===== config.mk =====
export PLATFORM = sky130hd
export DESIGN_NAME = s_stream_rx
export DESIGN_NICKNAME = d
export VERILOG_FILES = /design/src/rtl/s_stream_rx.sv
export SDC_FILE = /design/constraint.sdc
export NUM_CORES = 1
export LEC_CHECK = 0
export ABC_AREA = 0
export CAP_MARGIN = 0
export CORE_AREA = 5 5 227 229
export DETAILED_ROUTE_END_ITERATION = 8
export DIE_AREA = 0 0 232 234
export PLACE_DENSITY = 0.49
export SYNTH_ARGS = -nofsm -noshare
export SYNTH_HDL_FRONTEND = slang
export SYNTH_SLANG_ARGS = --single-unit
export TNS_END_PERCENT = 50

===== constraint.sdc =====
create_clock -name clk -period 9.2 [get_ports clk]
set_input_delay 1.38 -clock clk [delete_from_list [all_inputs] [get_ports clk]]
set_output_delay 1.38 -clock clk [all_outputs]
set_load 0.005 [all_outputs]

===== src/rtl/s_stream_rx.sv =====
// s_stream_rx: receive side of the S-sequence stream. Requests packed S words
// from the host, holds them in a two-slot ping-pong store and serialises one
// base per cycle (MSB-first) toward the PE-array input stage.
module s_stream_rx #(
  parameter int PE_SIZE_LOG = 6,
  parameter int BASE_W      = 2,
  parameter int DATA_W      = 128,
  parameter int CNT_W       = 16
) (
  input  logic                   clk,
  input  logic                   rst_n,
  input  logic                   i_start,
  input  logic                   i_clear,
  output logic                   o_request_s,
  input  logic [DATA_W-1:0]      i_s,
  input  logic [PE_SIZE_LOG:0]   i_s_valid,
  output logic [BASE_W-1:0]      o_base,
  output logic                   o_base_valid,
  input  logic                   i_base_ready,
  output logic                   o_last,
  output logic                   o_done,
  output logic                   o_busy,
  output logic [CNT_W-1:0]       o_count
);

  localparam int TAG_W = PE_SIZE_LOG + 1;
  localparam int SH_W  = $clog2(DATA_W) + 1;
  localparam logic [TAG_W-1:0] WORD_BASES = TAG_W'(2 ** PE_SIZE_LOG);

  typedef enum logic [1:0] {
    ST_IDLE,
    ST_FETCH,
    ST_DRAIN,
    ST_DONE
  } state_t;

  state_t r_state, w_state_nxt;

  logic [DATA_W-1:0]      r_slot_data [2];
  logic [TAG_W-1:0]       r_slot_cnt  [2];   // bases held in slot, 0 = empty
  logic                   r_wr_ptr;
  logic                   r_rd_ptr;
  logic                   r_last_slot;       // slot holding the final word
  logic [PE_SIZE_LOG-1:0] r_rd_idx;
  logic                   r_outstanding;
  logic                   r_last_rcvd;
  logic                   r_req;
  logic [CNT_W-1:0]       r_count;

  logic [TAG_W-1:0]  w_rd_cnt;
  logic              w_active;
  logic              w_base_valid;
  logic              w_xfer;
  logic              w_idx_end;
  logic              w_last;
  logic              w_wr_free;
  logic              w_tag_final;
  logic [TAG_W-1:0]  w_wr_cnt;
  logic              w_accept;
  logic              w_req_set;
  logic [SH_W-1:0]   w_shamt;
  logic [DATA_W-1:0] w_rd_word;

  // Read-side view, handshake, word decode and request qualification
  always_comb begin
    w_rd_cnt     = r_slot_cnt[r_rd_ptr];
    w_active     = (r_state == ST_FETCH) || (r_state == ST_DRAIN);
    w_base_valid = w_active && (w_rd_cnt != '0);
    w_xfer       = w_base_valid && i_base_ready;
    w_idx_end    = ({1'b0, r_rd_idx} == (w_rd_cnt - TAG_W'(1)));
    w_last       = w_base_valid && r_last_rcvd && (r_rd_ptr == r_last_slot) && w_idx_end;
    w_wr_free    = (r_slot_cnt[r_wr_ptr] == '0);
    // Tags above one full word (including all-ones) mean "full word, more follow"
    w_tag_final  = (i_s_valid != '0) && (i_s_valid <= WORD_BASES);
    w_wr_cnt     = w_tag_final ? i_s_valid : WORD_BASES;
    // Words arriving with no free slot are silently dropped
    w_accept     = (r_state == ST_FETCH) && (i_s_valid != '0) && w_wr_free;
    // The write slot is only occupied when both slots are, so it alone gates requests
    w_req_set    = (r_state == ST_FETCH) && w_wr_free && !r_outstanding &&
                   !r_last_rcvd && !w_accept;
    w_shamt      = SH_W'(r_rd_idx) * SH_W'(BASE_W);
    w_rd_word    = r_slot_data[r_rd_ptr] << w_shamt;
  end

  assign o_base_valid = w_base_valid;
  assign o_base       = w_base_valid ? w_rd_word[DATA_W-1 -: BASE_W] : '0;
  assign o_last       = w_last;
  assign o_request_s  = r_req;
  assign o_done       = (r_state == ST_DONE);
  assign o_busy       = (r_state != ST_IDLE);
  assign o_count      = r_count;

  // State register
  always_ff @(posedge clk or negedge rst_n) begin
    if (!rst_n) r_state <= ST_IDLE;
    else        r_state <= w_state_nxt;
  end

  // Next-state logic; clear overrides every transition
  always_comb begin
    w_state_nxt = r_state;
    unique case (r_state)
      ST_IDLE:  if (i_start) w_state_nxt = ST_FETCH;
      ST_FETCH: if (w_accept && w_tag_final) w_state_nxt = ST_DRAIN;
      ST_DRAIN: if (w_xfer && w_last) w_state_nxt = ST_DONE;
      ST_DONE:  w_state_nxt = ST_IDLE;
      default:  w_state_nxt = ST_IDLE;
    endcase
    if (i_clear) w_state_nxt = ST_IDLE;
  end

  // Slot store, pointers, request/outstanding tracking and base counter
  always_ff @(posedge clk or negedge rst_n) begin
    if (!rst_n) begin
      r_slot_data[0] <= '0;
      r_slot_data[1] <= '0;
      r_slot_cnt[0]  <= '0;
      r_slot_cnt[1]  <= '0;
      r_wr_ptr       <= 1'b0;
      r_rd_ptr       <= 1'b0;
      r_last_slot    <= 1'b0;
      r_rd_idx       <= '0;
      r_outstanding  <= 1'b0;
      r_last_rcvd    <= 1'b0;
      r_req          <= 1'b0;
      r_count        <= '0;
    end else if (i_clear) begin
      r_slot_cnt[0]  <= '0;
      r_slot_cnt[1]  <= '0;
      r_wr_ptr       <= 1'b0;
      r_rd_ptr       <= 1'b0;
      r_last_slot    <= 1'b0;
      r_rd_idx       <= '0;
      r_outstanding  <= 1'b0;
      r_last_rcvd    <= 1'b0;
      r_req          <= 1'b0;
      r_count        <= '0;
    end else begin
      r_req <= w_req_set;
      if (w_req_set) r_outstanding <= 1'b1;

      if ((r_state == ST_IDLE) && i_start) begin
        r_wr_ptr      <= 1'b0;
        r_rd_ptr      <= 1'b0;
        r_rd_idx      <= '0;
        r_outstanding <= 1'b0;
        r_last_rcvd   <= 1'b0;
        r_count       <= '0;
      end

      // A write and a free in the same cycle always target different slots
      if (w_accept) begin
        r_slot_data[r_wr_ptr] <= i_s;
        r_slot_cnt[r_wr_ptr]  <= w_wr_cnt;
        r_wr_ptr              <= ~r_wr_ptr;
        r_outstanding         <= 1'b0;
        if (w_tag_final) begin
          r_last_rcvd <= 1'b1;
          r_last_slot <= r_wr_ptr;
        end
      end

      if (w_xfer) begin
        if (r_count != '1) r_count <= r_count + CNT_W'(1);
        if (w_idx_end) begin
          r_slot_cnt[r_rd_ptr] <= '0;
          r_rd_ptr             <= ~r_rd_ptr;
          r_rd_idx             <= '0;
        end else begin
          r_rd_idx <= r_rd_idx + PE_SIZE_LOG'(1);
        end
      end
    end
  end

endmodule


==> impl_metrics.yaml, run 1 <==
outcome:
  status: "completed"
setup_path:
  critPathKind: "flop to output port"
  crit_chain: "buf_4 > mux4_1 > a22oi_1 > a21oi_1 > nor3_1 > nor2_1 > a32o_1 > clkdlybuf4s50_1"
  max_stage_delay_ns: 0.87
  worstSetupEndpointType: "output port"
  critical_path_buf_inv_count: 2
  critPathMaxFanout: 40
  startpoint_type: "flop"
  ff2ff_setup_slack_ns: 6.02
  critPathTopFamily: "buffers and inverters"
  cp.required_ns: 7.82
  critPathArrivalTime_ns: 4.03
  cpMaxStageDelayCell: "dfrtp_4"
yosys:
  synth_ff_type: "dfrtp_1"
  ys_seq_elements: 300
  synth_most_common_cell: "dfrtp_1"
  avgSynthCellArea_um2: 13.82
  synthDistinctLibCells: 66
  synth_edf_count: 0
  synth.cell_area_um2: 14570
  synth_top_area_cell: "dfrtp_1"
  synth_common_cells: "dfrtp_1 (300), mux2_2 (262), mux4_2 (49), a21oi_1 (48), nor3_1 (35)"
  yosysWarnings: 0
  synthArstFlopShare: 1.000
  synth-seq-area-share: 0.5154
  postSynthCellCount: 1054
  synth.area.top_cells: "dfrtp_1 (52%), mux2_2 (20%), mux4_2 (7.6%)"
  yosysTopAreaCellShare: 0.5154
  synth.net_count: 1202
flow_run:
  maxCapViolations: 0
clock_tree:
  cts_tree: "yes"
  cts_root_buf: "clkbuf_16"
  cts_max_level: 2
  clockBufferDepth: 3
  cts_sinks: 300
  cts_inserted_buffers: 38
  hold_buffers: 0
  clk_pin_slew_worst_paths_ns: 0.06
  post-cts-setup-buffer-count: 0
  clk_latency_ns: 0.55
  cts-resized-gates: 0
timing:
  fin_crit_sh: 0.5885
  fin_skew_ns: 0.01639
  slew_violations: 0
  setup_viol: 0
  layout_min_cycle_time_ns: 5.414
  hold_viol: 0
  max_freq_ghz: 0.1847
  tightest_slew_ns: 1.023
  finalSetupTns_ns: 0
  timing.slew.headroom: 0.3181
  rsz0062_at_grt: "no"
grt:
  grt_pass1_wl_mm: 60.69
  overflow: 0
  antenna_found_initial: 0
  grt_pass1_vias: 9899
  grt_max_degree: 96
  grt_usage: 0.1426
layout:
  syn_to_final_growth_pct: 23.08
  antenna_cells: 0
  final_nets: 1347
  nFillCells: 4856
  final_area_um2: 17930
  layout-drive-gt1-share: 0.3369
die:
  io_pins: 163
  die_x_um: 232
  fp-row-count: 82
  die_height_um: 234
  core_area_um2: 49450
  start_util: 0.2945
  dieArea_um2: 54290
power:
  powerDensity_nw_per_um2: 267.1
  total_power_w: 0.004789
  p_leak_nw: 7.546
  p_clk_frac: 0.316
  peakVddDrop_mv: 0.1021
  p_int_w: 0.003425
  p_comb_frac: 0.265
  p_seq_frac: 0.419
  switching_share: 0.2849
  p_switching_w: 0.001364
routing:
  drt_iter0_markers: 497
  antenna_left: 0
  wirelength_mm: 38.81
  wl_per_cell_um: 20.42
  vias: 9317
  drc: 0
  drt-vias-per-instance: 4.901
  first_pass_iters: 6
place:
  routabilityCongestion: 0.7776
  port_buffers: 162
  dpl.hpwl_mm: 26.47
  placed_area_um2: 16660
hold_path:
  hold_path_class: "flop to flop"
-- state kept, by name, indices dropped and copies added, names as in the netlist --
name	cells
r_slot_data	256
o_count	16
r_slot_cnt	14
r_rd_idx	6
r_state	2
o_request_s	1
r_last_rcvd	1
r_last_slot	1
r_outstanding	1
r_rd_ptr	1
r_wr_ptr	1
-- worst register-to-register path: cells and delay by family (launching register included) --
| kind | cells | cell delay [ns] |
|---|---|---|
| DFF | 1 | 0.87 |
| AOI/OAI and AO/OA | 2 | 0.35 |
| and+or+nand+nor | 3 | 0.96 |
| muxes | 1 | 0.43 |
| xor gates and xnor gates | 1 | 0.23 |
| adders and majority gates | 1 | 0.28 |
-- metal layers --
metal  share of wire  up-vias  global-route usage
li1                -     4253                   -
met1            0.46     4846              0.1959
met2            0.48      171              0.2311
met3           0.037       47             0.02664
met4           0.022        0             0.04357
met5               0        -                   0
-- layout make-up --
class | instances | area [µm²] | area share
timing repair buffer | 175 | 1724 | 0.09618
clock inverter | 18 | 196.4 | 0.01096
sequential | 300 | 7516 | 0.4192
inverter | 13 | 48.80 | 0.002722
tap | 672 | 840.8 | 0.04690
multi-input combinational | 671 | 6528 | 0.3641
clock buffer | 52 | 1074 | 0.05988
-- logic make-up after synthesis --
logic type | count (synthesis) | synth area share
flops | 300 | 0.5154
simple gates | 181 | 0.06898
xor+xnor | 12 | 0.007217
fa+ha+maj | 8 | 0.006873
buf+inv | 83 | 0.03745
mux | 343 | 0.3059
compound gates | 127 | 0.05816
-- cells in the final DEF, fill, tap and decap left out, types with 3 or more instances in the layout --
master,synthesis,final
xor2_1,3,3
o211ai_1,7,7
and2_1,3,3
nand4_1,4,4
nor2b_1,12,12
mux4_2,49,49
xnor2_1,9,9
nor3_1,35,35
and3_1,4,4
mux4_1,5,5
clkbuf_16,0,38
buf_4,22,13
o21ai_0,11,11
nand3_1,21,21
nand3b_1,6,6
nor3_2,3,3
mux2i_1,27,27
a21oi_1,48,48
a221oi_1,4,4
clkbuf_1,13,7
inv_1,11,11
clkdlybuf4s50_1,0,161
bufinv_16,0,3
a31oi_1,5,5
mux2_2,262,262
nand2_1,33,31
nor4_1,7,7
ha_1,8,8
clkinv_2,0,9
a211oi_1,11,11
nand2b_1,5,5
a221o_1,3,3
clkbuf_8,0,7
a22oi_1,17,17
nor2_1,31,31
dfrtp_1,300,297
-- per-stage QoR --
stage	setup WS [ns]	hold slack (ns)	util	instances
6_report	3.786	0.4512	0.3625	1901
5_1_grt	3.500	0.4776	0.3625	1901
4_1_cts	3.636	0.4511	0.3625	1901
3_5_place_dp	4.264	0.4445	0.3368	1831
3_3_place_gp	4.268	0.4314	0.3368	1831
2_1_floorplan	5.141	0.4127	-	1054
-- worst paths after layout --
path / from / endpoint / cells past startpoint
worst max register to register: r_rd_ptr / r_rd_ptr / 8
max in group asynchronous: rst_n / r_rd_idx[0] / 2
worst min register to register: r_outstanding / o_request_s / 1
worst min-delay path: r_outstanding / o_request_s / 1
min in group asynchronous: rst_n / r_slot_data[166] / 1
worst max-delay path: r_rd_ptr / o_base[1] / 8
-- power by group through the flow --
stage | Clock (W) | Sequential, W | Combinational (W)
after floorplan | 0 | 0.00190 | 0.00103
after global placement | 0 | 0.00203 | 0.00126
after detailed placement | 0 | 0.00202 | 0.00129
after CTS | 0.00156 | 0.00200 | 0.00129
after global routing | 0.00162 | 0.00205 | 0.00139
final | 0.00151 | 0.00201 | 0.00127
Power figures use the tool's default switching activity.
==> run 2: changes to the inputs <==
--- a/config.mk
+++ b/config.mk
@@ -10,7 +10,7 @@
 export CORE_AREA = 5 5 227 229
 export DETAILED_ROUTE_END_ITERATION = 8
 export DIE_AREA = 0 0 232 234
-export PLACE_DENSITY = 0.49
+export PLACE_DENSITY = 0.5
 export SYNTH_ARGS = -nofsm -noshare
 export SYNTH_HDL_FRONTEND = slang
 export SYNTH_SLANG_ARGS = --single-unit
==> constraint.sdc (replaced) <==
create_clock -name clk -period 4.9 [get_ports clk]
set_input_delay 0.735 -clock clk [delete_from_list [all_inputs] [get_ports clk]]
set_output_delay 0.735 -clock clk [all_outputs]
set_load 0.005 [all_outputs]
==> impl_metrics.yaml, run 2 (synthesis results as in run 1) <==
routing:
  first_pass_iters: 4
  wl_per_cell_um: 20.28
  vias: 9386
  drt-vias-per-instance: 4.932
  drc: 0
  drt_iter0_markers: 438
  antenna_left: 0
  wirelength_mm: 38.59
layout:
  layout_common_cells: "dfrtp_1 (297), mux2_2 (262), clkdlybuf4s50_1 (161)"
  multi_input_area_um2: 6534
  syn_to_final_growth_pct: 24.41
  final_nets: 1351
  final_common_cell: "dfrtp_1"
  nFillCells: 4858
  largest_reg_flops: 256
  regMostFlops: "r_slot_data"
  final_cells: 1903
  layout-drive-gt1-share: 0.3404
  seq_area_um2: 7516
  final_util: 0.3664
  antenna_cells: 0
die:
  io_pins: 163
  dieArea_um2: 54290
  start_util: 0.2945
  die_x_um: 232
  core_area_um2: 49450
  fp-row-count: 82
  die_height_um: 234
grt:
  grt_usage: 0.1423
  grt_max_degree: 129
  grt_pass1_wl_mm: 60.68
  antenna_found_initial: 0
  grt_pass1_vias: 10020
  overflow: 0
clock_tree:
  hold_buffers: 0
  cts_inserted_buffers: 38
  clockBufferDepth: 3
  cts_tree: "yes"
  cts_sinks: 300
  cts_root_buf: "clkbuf_16"
  cts_max_level: 2
  clk_pin_slew_worst_paths_ns: 0.06
  clk_latency_ns: 0.54
hold_path:
  hold_path_class: "primary input to asynchronous set/reset pin"
setup_path:
  critPathMaxFanout: 19
  cp.required_ns: 4.16
  r2r_end: "r_rd_idx[5]"
  worstSetupEndpointType: "output port"
  timing.rr.start: "r_rd_ptr"
  ff2ff_path_depth: 8
  ff2ff_setup_slack_ns: 1.93
  critPathKind: "flop to output port"
  critPathArrivalTime_ns: 3.69
  startpoint_type: "flop"
timing:
  max_freq_ghz: 0.2262
  slew_violations: 0
  fin_skew_ns: 0.01393
  hold_viol: 0
  setup_viol: 0
  finalSetupTns_ns: 0
  tightest_slew_ns: 0.9626
  timing.slew.headroom: 0.3583
  layout_min_cycle_time_ns: 4.421
  rsz0062_at_grt: "no"
  fin_crit_sh: 0.9022
power:
  peakVddDrop_mv: 0.2294
  powerDensity_nw_per_um2: 507.4
  p_leak_nw: 7.634
flow_run:
  maxCapViolations: 0
place:
  dpl.hpwl_mm: 26.10
  port_buffers: 162
  dp.cells: 1834
  routabilityCongestion: 0.8075
outcome:
  status: "completed"
-- run 2: cell types whose count changed in the layout (fill, tap and decap cells not counted) --
cell	delta
a31oi_1	-1
a31oi_2	+1
buf_12	+5
buf_4	-1
bufinv_16	+3
clkbuf_1	-2
clkbuf_16	+1
clkbuf_8	+3
clkinv_2	-5
clkinv_4	-1
clkinv_8	-1
clkinvlp_4	+1
inv_8	-1
-- run 2: cell type report --
class	instances	area share
Sequential cell	300	0.4148
Tap cell	672	0.04640
Inverter	13	0.002693
Multi-Input combinational cell	671	0.3606
Timing Repair Buffer	179	0.1003
Clock inverter	14	0.01284
Clock buffer	54	0.06249
-- run 2: worst max path at each step --
stage / startpoint / end / depth (start not counted)
after floorplan: r_rd_ptr / o_last / 11
after global routing: r_rd_ptr / o_last / 8
after global placement: r_rd_ptr / o_last / 7
final: r_rd_ptr / o_last / 8
after detailed placement: r_rd_ptr / o_last / 7
after CTS: r_rd_ptr / o_last / 7
-- run 2: through the flow --
stage | setup WS (ns) | cell area, µm² | hold slack, ns | power, W
floorplan | 1.486 | 14570 | 0.4127 | 0.005499
global placement | 0.8362 | 16730 | 0.4324 | 0.006196
detailed placement | 0.7442 | 16730 | 0.4299 | 0.006238
CTS | 0.1423 | 18090 | 0.1849 | 0.009335
global route | 0.1849 | 18120 | 0.2113 | 0.009713
finish | 0.4793 | 18120 | 0.1656 | 0.009194
-- run 2: repair_timing --
action	CTS	global route
setup buffers	0	1
endpoints found under the setup margin	0	1
resized for setup	0	1
-- run 2: critical path: stages, from the launching register on --
cell             delay, ns
dfrtp_4               0.72
mux2i_1               0.39
ha_1                  0.28
and4bb_1              0.21
a22oi_1               0.10
xnor2_1               0.24
nand3_2               0.25
nor4_1                0.36
clkdlybuf4s50_1       0.61
-- run 2: where the power goes --
group          internal [W]  switching (W)
combinational       0.00145       0.000987
sequential          0.00329       0.000451
clock               0.00193        0.00110
-- run 2: layer usage --
layer  track usage  wire [µm]  vias up
li1              -          -     4261
met1        0.1982      17890     4879
met2        0.2329      18520      198
met3       0.02397       1480       48
met4       0.03674        698        0
met5             0          0        -
==> run 3: changes to the inputs <==
--- a/config.mk
+++ b/config.mk
@@ -7,10 +7,11 @@
 export LEC_CHECK = 0
 export ABC_AREA = 0
 export CAP_MARGIN = 0
-export CORE_AREA = 5 5 227 229
+export CORE_AREA = 2 2 224 226
 export DETAILED_ROUTE_END_ITERATION = 8
-export DIE_AREA = 0 0 232 234
+export DIE_AREA = 0 0 226 228
 export PLACE_DENSITY = 0.5
+export SLEW_MARGIN = 20
 export SYNTH_ARGS = -nofsm -noshare
 export SYNTH_HDL_FRONTEND = slang
 export SYNTH_SLANG_ARGS = --single-unit
==> impl_metrics.yaml, run 3 (synthesis results as in run 1) <==
clock_tree:
  clockBufferDepth: 3
  cts_tree: "yes"
  cts_inserted_buffers: 36
  cts-resized-gates: 0
  post-cts-setup-buffer-count: 0
  clk_latency_ns: 0.54
  cts_sinks: 300
  cts_root_buf: "clkbuf_16"
  clk_pin_slew_worst_paths_ns: 0.06
  cts_max_level: 2
  hold_buffers: 0
setup_path:
  crit_path_end: "o_last"
  critical_path_buf_inv_count: 1
  critPathTopFamily: "simple AND/OR/NAND/NOR gates"
  worstSetupEndpointType: "output port"
  ff2ff_path_depth: 8
  critPathArrivalTime_ns: 3.66
  max_stage_delay_ns: 0.67
  cpMaxStageDelayCell: "dfrtp_4"
  r2r_end: "r_rd_idx[0]"
  worstSetupStartpoint: "r_rd_ptr"
  ff2ff_setup_slack_ns: 1.93
  startpoint_type: "flop"
  critPathKind: "flop to output port"
  cp.required_ns: 4.16
  crit_chain: "mux2i_1 > ha_1 > and4bb_1 > a22oi_1 > xnor2_1 > nand3_2 > nor4_1 > clkdlybuf4s50_1"
  crit_cells: 8
  timing.rr.start: "r_rd_ptr"
  critPathMaxFanout: 21
timing:
  tightest_slew_ns: 0.9978
  slew_violations: 0
  max_freq_ghz: 0.2275
  hold_viol: 0
  fin_skew_ns: 0.01476
  layout_min_cycle_time_ns: 4.396
  finalSetupTns_ns: 0
  rsz0062_at_grt: "no"
  setup_viol: 0
  fin_crit_sh: 0.8971
  timing.slew.headroom: 0.3348
die:
  core_area_um2: 49350
  start_util: 0.2951
  dieArea_um2: 51530
  die_x_um: 226
  die_height_um: 228
  io_pins: 163
  fp-row-count: 82
power:
  peakVddDrop_mv: 0.2561
  powerDensity_nw_per_um2: 499.0
  p_leak_nw: 7.576
layout:
  final_common_cell: "dfrtp_1"
  final_nets: 1349
  largest_reg_flops: 256
  syn_to_final_growth_pct: 23.66
  antenna_cells: 0
  layout-drive-gt1-share: 0.3363
  layout_common_cells: "dfrtp_1 (297), mux2_2 (262), clkdlybuf4s50_1 (161)"
  final_cells: 1900
  regMostFlops: "r_slot_data"
grt:
  grt_usage: 0.1524
  grt_pass1_wl_mm: 60.60
  grt_max_degree: 129
  grt_pass1_vias: 10120
  antenna_found_initial: 1
  overflow: 0
routing:
  drt_iter0_markers: 473
  drc: 0
  wl_per_cell_um: 20.21
  vias: 9289
  wirelength_mm: 38.40
  antenna_left: 0
  drt-vias-per-instance: 4.889
  first_pass_iters: 5
place:
  routabilityCongestion: 0.7623
  port_buffers: 162
  dp.cells: 1835
  dpl.hpwl_mm: 25.48
flow_run:
  maxCapViolations: 0
outcome:
  status: "completed"
hold_path:
  hold_path_class: "primary input to asynchronous set/reset pin"
[run 3: cell types whose count changed in the layout (fill, tap and decap cells not counted)]
cell       delta
clkbuf_1      +2
buf_4         -1
a31oi_1       +1
clkbuf_8      -1
clkbuf_16     -2
buf_12        +1
bufinv_16     -2
a31oi_2       -1
[run 3: worst min path at each step]
| stage | endpoint | slack (ns) | cells past startpoint |
|---|---|---|---|
| global route | o_count[14] | 0.31 | 1 |
| global placement | o_request_s | 0.44 | 1 |
| floorplan | o_request_s | 0.41 | 1 |
| finish | o_count[13] | 0.24 | 1 |
| CTS | r_last_slot | 0.31 | 1 |
| detailed placement | o_request_s | 0.43 | 1 |
[run 3: area by class of cell]
cell class	instances	area, µm²
Fill cell	4715	31340
Sequential cell	300	7516
Multi-Input combinational cell	671	6528
Timing Repair Buffer	179	1829
Clock buffer	53	1076
Tap cell	672	840.8
Clock inverter	12	172.7
Inverter	13	48.80
[run 3: metrics by stage]
stage               total power (W)  cell area [µm²]  hold WS [ns]  setup slack [ns]  utilization
floorplan                  0.005499            14570        0.4127             1.486            -
global placement           0.006158            16760        0.4363             1.009       0.3397
detailed placement         0.006235            16760        0.4293             1.042       0.3397
CTS                        0.009126            18010        0.3063            0.4268       0.3650
global route               0.009497            18010        0.3122            0.2527       0.3650
finish                     0.008987            18010        0.2372            0.5043       0.3650
[run 3: power breakdown]
part	switching [W]	internal (W)	leakage, nW	total, W
sequential	0.000443	0.00329	3.91	0.00373
clock	0.00108	0.00174	0.610	0.00281
combinational	0.000991	0.00145	3.06	0.00244
total	0.00251	0.00647	7.58	0.00899
[run 3: per-layer routing]
metal,wire (µm),vias up,track usage,share of wire
met2,18550,190,0.2514,0.48
li1,-,4258,-,-
met3,1592,40,0.02731,0.041
met5,13,-,0,0.00034
met4,637,2,0.04077,0.017
met1,17610,4799,0.2056,0.46
